--- config.mk ---
export PLATFORM = sky130hd
export DESIGN_NAME = ram_port_arbiter
export DESIGN_NICKNAME = d
export VERILOG_FILES = /design/src/rtl/ram_port_arbiter.sv
export SDC_FILE = /design/constraint.sdc
export NUM_CORES = 1
export LEC_CHECK = 0
export CELL_PAD_IN_SITES_DETAIL_PLACEMENT = 0
export CELL_PAD_IN_SITES_GLOBAL_PLACEMENT = 1
export CORE_ASPECT_RATIO = 1.25
export CORE_MARGIN = 1.5
export CORE_UTILIZATION = 11
export CTS_CLUSTER_SIZE = 10
export DETAILED_ROUTE_END_ITERATION = 16
export PLACE_DENSITY = 0.87
export SYNTH_ARGS = -nofsm -noshare
export SYNTH_HDL_FRONTEND = slang
export SYNTH_SLANG_ARGS = --single-unit
export TNS_END_PERCENT = 5
--- constraint.sdc ---
create_clock -name clk -period 2.5 [get_ports clk]
set_clock_uncertainty 0.1 [all_clocks]
set_input_delay 0.5 -clock clk [delete_from_list [all_inputs] [get_ports clk]]
set_output_delay 0.5 -clock clk [all_outputs]
set_load 0.05 [all_outputs]
--- src/rtl/ram_port_arbiter.sv ---
// Two-requester arbiter (CPU data port and debug/loader) sharing one single-port RAM.
// Grants are combinational and bounded-burst fair; read data returns one cycle after the grant.
module ram_port_arbiter #(
   parameter int BURST_MAX = 4
) (
   input  logic        clk,
   input  logic        rst_n,
   input  logic        cpu_req,
   input  logic        cpu_we,
   input  logic [10:0] cpu_addr,
   input  logic [31:0] cpu_wdata,
   output logic        cpu_gnt,
   output logic        cpu_rvalid,
   output logic [31:0] cpu_rdata,
   input  logic        dbg_req,
   input  logic        dbg_we,
   input  logic [10:0] dbg_addr,
   input  logic [31:0] dbg_wdata,
   output logic        dbg_gnt,
   output logic        dbg_rvalid,
   output logic [31:0] dbg_rdata,
   output logic [10:0] ram_addr,
   output logic [31:0] ram_wdata,
   output logic        ram_w_en,
   input  logic [31:0] ram_rdata,
   output logic [1:0]  owner
);

   localparam int CW = (BURST_MAX > 1) ? $clog2(BURST_MAX) : 1;
   localparam logic [CW-1:0] CNT_TOP = CW'(BURST_MAX - 1);

   typedef enum logic [1:0] {
      IDLE    = 2'b00,
      OWN_CPU = 2'b01,
      OWN_DBG = 2'b10
   } state_t;

   // Handshake: a requester holds req/we/addr/wdata until it sees its gnt in the
   // same cycle; the access completes in that cycle and nothing is buffered.
   state_t        state, state_nxt;
   logic          last_dbg, last_dbg_nxt;
   logic [CW-1:0] cnt, cnt_nxt;
   logic          gnt_c, gnt_d;
   logic          cpu_rd_q, dbg_rd_q;

   always_comb begin
      gnt_c = 1'b0;
      gnt_d = 1'b0;
      if (rst_n) begin
         case (state)
            IDLE: begin
               if (cpu_req && dbg_req) begin
                  gnt_c = last_dbg;
                  gnt_d = !last_dbg;
               end else begin
                  gnt_c = cpu_req;
                  gnt_d = dbg_req;
               end
            end
            // The owner keeps the port unless its burst is spent and the other side waits.
            OWN_CPU: begin
               if (cpu_req && ((cnt < CNT_TOP) || !dbg_req)) gnt_c = 1'b1;
               else if (dbg_req)                             gnt_d = 1'b1;
            end
            OWN_DBG: begin
               if (dbg_req && ((cnt < CNT_TOP) || !cpu_req)) gnt_d = 1'b1;
               else if (cpu_req)                             gnt_c = 1'b1;
            end
            default: ;
         endcase
      end
   end

   always_comb begin
      state_nxt    = IDLE;
      cnt_nxt      = '0;
      last_dbg_nxt = last_dbg;
      if (gnt_c) begin
         state_nxt    = OWN_CPU;
         last_dbg_nxt = 1'b0;
         if (state == OWN_CPU) cnt_nxt = (cnt == CNT_TOP) ? cnt : cnt + CW'(1);
      end else if (gnt_d) begin
         state_nxt    = OWN_DBG;
         last_dbg_nxt = 1'b1;
         if (state == OWN_DBG) cnt_nxt = (cnt == CNT_TOP) ? cnt : cnt + CW'(1);
      end
   end

   always_ff @(posedge clk or negedge rst_n) begin
      if (!rst_n) begin
         state    <= IDLE;
         last_dbg <= 1'b1;
         cnt      <= '0;
         cpu_rd_q <= 1'b0;
         dbg_rd_q <= 1'b0;
      end else begin
         state    <= state_nxt;
         last_dbg <= last_dbg_nxt;
         cnt      <= cnt_nxt;
         cpu_rd_q <= gnt_c && !cpu_we;
         dbg_rd_q <= gnt_d && !dbg_we;
      end
   end

   always_comb begin
      ram_addr  = '0;
      ram_wdata = '0;
      ram_w_en  = 1'b0;
      if (gnt_c) begin
         ram_addr  = cpu_addr;
         ram_wdata = cpu_wdata;
         ram_w_en  = cpu_we;
      end else if (gnt_d) begin
         ram_addr  = dbg_addr;
         ram_wdata = dbg_wdata;
         ram_w_en  = dbg_we;
      end
   end

   assign cpu_gnt    = gnt_c;
   assign dbg_gnt    = gnt_d;
   assign cpu_rvalid = cpu_rd_q;
   assign dbg_rvalid = dbg_rd_q;
   assign cpu_rdata  = cpu_rd_q ? ram_rdata : '0;
   assign dbg_rdata  = dbg_rd_q ? ram_rdata : '0;
   assign owner      = state;

endmodule

# Yosys cells after proc, flatten, opt, wreduce, memory -nomap -nowiden
# Cells that the tools add are included.
# W data, S select, Z words.
# totals
reg_bits	7
input_bits	124
wordCells	53
# classes
add_sub_neg	1
n_lt_le_gt_ge	1
eq_ne	3
mux	29
n_reduce_logical	14
# op_table
cell	count
$mux W32	4
$mux W11	2
$mux W1	14
$mux W2	7
$pmux W1 S3	2
$logic_and A1 B1 Y1	5
$logic_not A1 Y1	5
$eq A2 B2 Y1 const B	2
$add A2 B1 Y2 const B	1
$eq A2 B1 Y1 const B	1
$logic_not A2 Y1	1
$logic_or A1 B1 Y1	2
$lt A2 B2 Y1 const B	1
$reduce_bool A2 Y1	1

# Logic depth before layout (Yosys ltp)
# depth
word_depth	8
mapped_depth	5
depth_no_buf	4

# Worst setup path before layout
# No wires, ideal clock.
# synth_path
path_type	flip-flop to output port
startpoint	reg state[0] (netlist: owner[0])
endpoint	out ram_addr[3]
arrival_ns	1.965
t_required_ns	1.900
setup_slack_ns	-0.065
path_stages_with_launch	6
cell_sequence	dfrtp_1 -> nor4b_2 -> a31o_2 -> nor2_4 -> buf_6 -> a22o_1
# synth_lines
element	line	source
start: declaration	40	state_t state, state_nxt;
start signal: assignment	97	state <= state_nxt;
$eq A2 B2 Y1, or another cell as far along	50	case (state)
$pmux W1 S3 (*)	50	
$mux W1 (*)	49	if (rst_n) begin
net cpu_gnt	12	output logic cpu_gnt,
$mux W11 (*)	109	if (gnt_c) begin
end: declaration	22	output logic [10:0] ram_addr,
# The timed path passes the listed nets; every way through them passes the cells marked *.

# Final worst setup path
# layout_path
startpoint	reg state[1] (netlist: owner[1])
endpoint	out ram_wdata[18]
# layout_between
elab_chain_cells	5
# layout_rtl
element	line	source
$eq A2 B2 Y1, or another cell as far along	50	
$pmux W1 S3	50	
$mux W1	49	
$mux W32	113	end else if (gnt_d) begin
$mux W32 (*)	109	
end: declaration	23	output logic [31:0] ram_wdata,
# Every way passes the cells marked *; elsewhere a longest branch is shown, timed or not.

==> run metrics <==
worst-path fanout max=11; total number of yosys warnings=0; min-delay worst type=in -> async; clock root buffer=clkbuf_16; Total Routed Length=9060 microns; Hold Fails Final Rpt=0; first-pass GRT wire length=11600 microns; NumNets Final=541; vias per inst=~4.2; f_max=around 390 MHz; ANT cells=0; CTS H-Tree Depth=1; Max rail drop VDD=0.155 mV; Num CTS Buffers=3; register area share after synthesis=0.141; PwrDens=~310 nW/um^2; final non-filler cell total=551; drt drc=0; Unique masters post-synth=26; chip height=122 microns; Setup CP Type=reg -> out; max_cap viols=0; die area=12000 sq um; Tmin final=2.53 ns; Worst-Skew Late Latency=0.23 ns; failing checks=setup timing; register area=179 sq um; register bit count reported by yosys=7; unrepaired setup endpoints after global routing=yes; crit path DAT=1.93 ns; outcome=finished with violations; Initial Utilization=0.113; Wirelength per Cell=16.4 microns; Mean Syn Cell Area=8.08 sq um; Rel. slew slack=0.656; Initial DRC Count=78; Tcrit/Tclk final=1.01; Clock Tree Buf Depth=2; Clock transition at path regs=about 0.040 ns; Mapped Cells=about 160; RePlAce Congestion=0.785; Core ar.=11100 sq um; CP Launch Type=flip-flop; DP HPWL=between 6000 and 7000 microns; Synth Net Count=279; Final WS setup=-0.0323 ns; placed instance count=~530; critical path required time=1.90 ns; Crit. End Element=output port; CTS tree=built; via count=between 2000 and 2500; final setup violation count=28; First-pass DRT Iterations=4; CTS Hold Buffers Added=0; most frequent cells in the layout=clkdlybuf4s50_1, buf_12, and2_1; post-route ant nets=0; layout cell share with drive strength beyond 1=0.476; static leakage=around 2.4 nW; most common cell after layout, fill and taps aside=clkdlybuf4s50_1; Slew @ Worst Pin=0.514 ns; Rows=43; GRT Overall Usage=0.123; worst slack at placement=-0.236 ns; IO Count=238; max-slew violation count=0; initial antenna violation count=2; Post-Syn Area=1250 sq um; area added between synthesis and finish=349%; clock sinks=7; FILL cells=940; maximum number of pins on one net before global-route repair=46; number of port buffers=237; Die W=98.4 microns; total gr overflow=0; Multi-input gate area=1270 sq um; vias in the first global route=2323
-- synth_stat cells, drive strengths merged --
| master | count | share of area |
|---|---|---|
| a211oi | 2 | 0.012 |
| a21boi | 1 | 0.0090 |
| a21oi | 1 | 0.0040 |
| a22o | 44 | 0.31 |
| a31o | 1 | 0.0070 |
| a41oi | 1 | 0.0070 |
| and2 | 65 | 0.33 |
| buf | 8 | 0.056 |
| clkbuf | 6 | 0.018 |
| dfrtp | 6 | 0.12 |
| dfstp | 1 | 0.021 |
| inv | 1 | 0.0030 |
| nand2 | 3 | 0.0090 |
| nand4 | 1 | 0.0050 |
| nand4bb | 1 | 0.0090 |
| nor2 | 6 | 0.030 |
| nor3 | 2 | 0.0080 |
| nor4b | 1 | 0.012 |
| o211ai | 2 | 0.020 |
| o21ai | 1 | 0.0040 |
| or2 | 1 | 0.0050 |
-- report_power, final --
| part | total, mW | switching [mW] | leakage, nW | internal (mW) |
|---|---|---|---|---|
| clock | 0.275 | 0.0624 | 0.0382 | 0.212 |
| sequential | 0.134 | 0.00969 | 0.0889 | 0.125 |
| combinational | 1.36 | 0.625 | 2.24 | 0.731 |
| total | 1.77 | 0.697 | 2.36 | 1.07 |
-- kinds of logic (layout without fill, tap and decap cells) --
family | after synthesis | count (layout) | share of synthesized area
simple gates | 80 | 80 | 0.405
flops | 7 | 7 | 0.141
buf+inv | 15 | 276 | 0.0769
compound gates | 53 | 53 | 0.378
-- worst paths after layout --
| path | from | end | slack, ns | depth (start not counted) |
|---|---|---|---|---|
| setup / recovery | owner[1] | ram_wdata[18] | -0.03 | 9 |
| hold / removal | rst_n | cpu_rvalid | 0.23 | 2 |
| setup reg to reg | owner[0] | owner[0] | 0.80 | 7 |
| hold reg to reg | cnt[0] | cnt[0] | 0.41 | 1 |
| max in group asynchronous | rst_n | last_dbg | 1.86 | 2 |
| min in group clk | cnt[0] | cnt[0] | 0.41 | 1 |
-- critical path, cell delays in order (launching register included) --
cell	delay [ns]
dfrtp_2	0.43
buf_12	0.14
buf_4	0.13
nand4_1	0.11
nand2_2	0.10
nor2_4	0.19
buf_12	0.14
clkbuf_16	0.17
a22o_4	0.14
buf_12	0.13
-- flip-flops by register name, summed over array words and instances (netlist names) --
| signal | cells |
|---|---|
| cnt | 2 |
| owner | 2 |
| cpu_rvalid | 1 |
| last_dbg | 1 |
| dbg_rvalid | 1 |
-- what timing repair did --
action                                 in CTS  in global routing
pin swaps                                  20                 27
buffers inserted                            9                  4
endpoints found under the hold margin       0                  0
gates cloned                                2                  5
setup endpoints to repair                  46                 45
gates resized for setup                    19                 31
-- per-stage QoR --
stage / power [mW] / TNS [ns] / hold WS [ns] / utilization / area [sq um]
final: 1.77 / -0.522 / 0.232 / 0.507 / 5620
after global routing: 1.82 / -2.61 / 0.258 / 0.507 / 5620
after CTS: 1.67 / -0.122 / 0.228 / 0.474 / 5250
after detailed placement: 1.33 / -8.97 / 0.399 / 0.447 / 4950
after global placement: 1.32 / -7.75 / 0.384 / 0.447 / 4950
after floorplan: 0.640 / 0 / 0.104 / - / 1250
-- final cells by class --
class	instances	area share
Timing Repair Buffer	271	0.697
Multi-Input combinational cell	133	0.227
Sequential cell	7	0.0318
Tap cell	135	0.0300
Clock buffer	4	0.0140
Inverter	1	0.000668
-- layer usage --
layer,global-route usage,part of all wire,vias to the layer above
met4,0.0308,0.015,4
met2,0.246,0.54,188
li1,-,-,1087
met3,0.0495,0.11,14
met1,0.115,0.33,1016
met5,0,0.0041,-
Power figures use the tool's default switching activity.
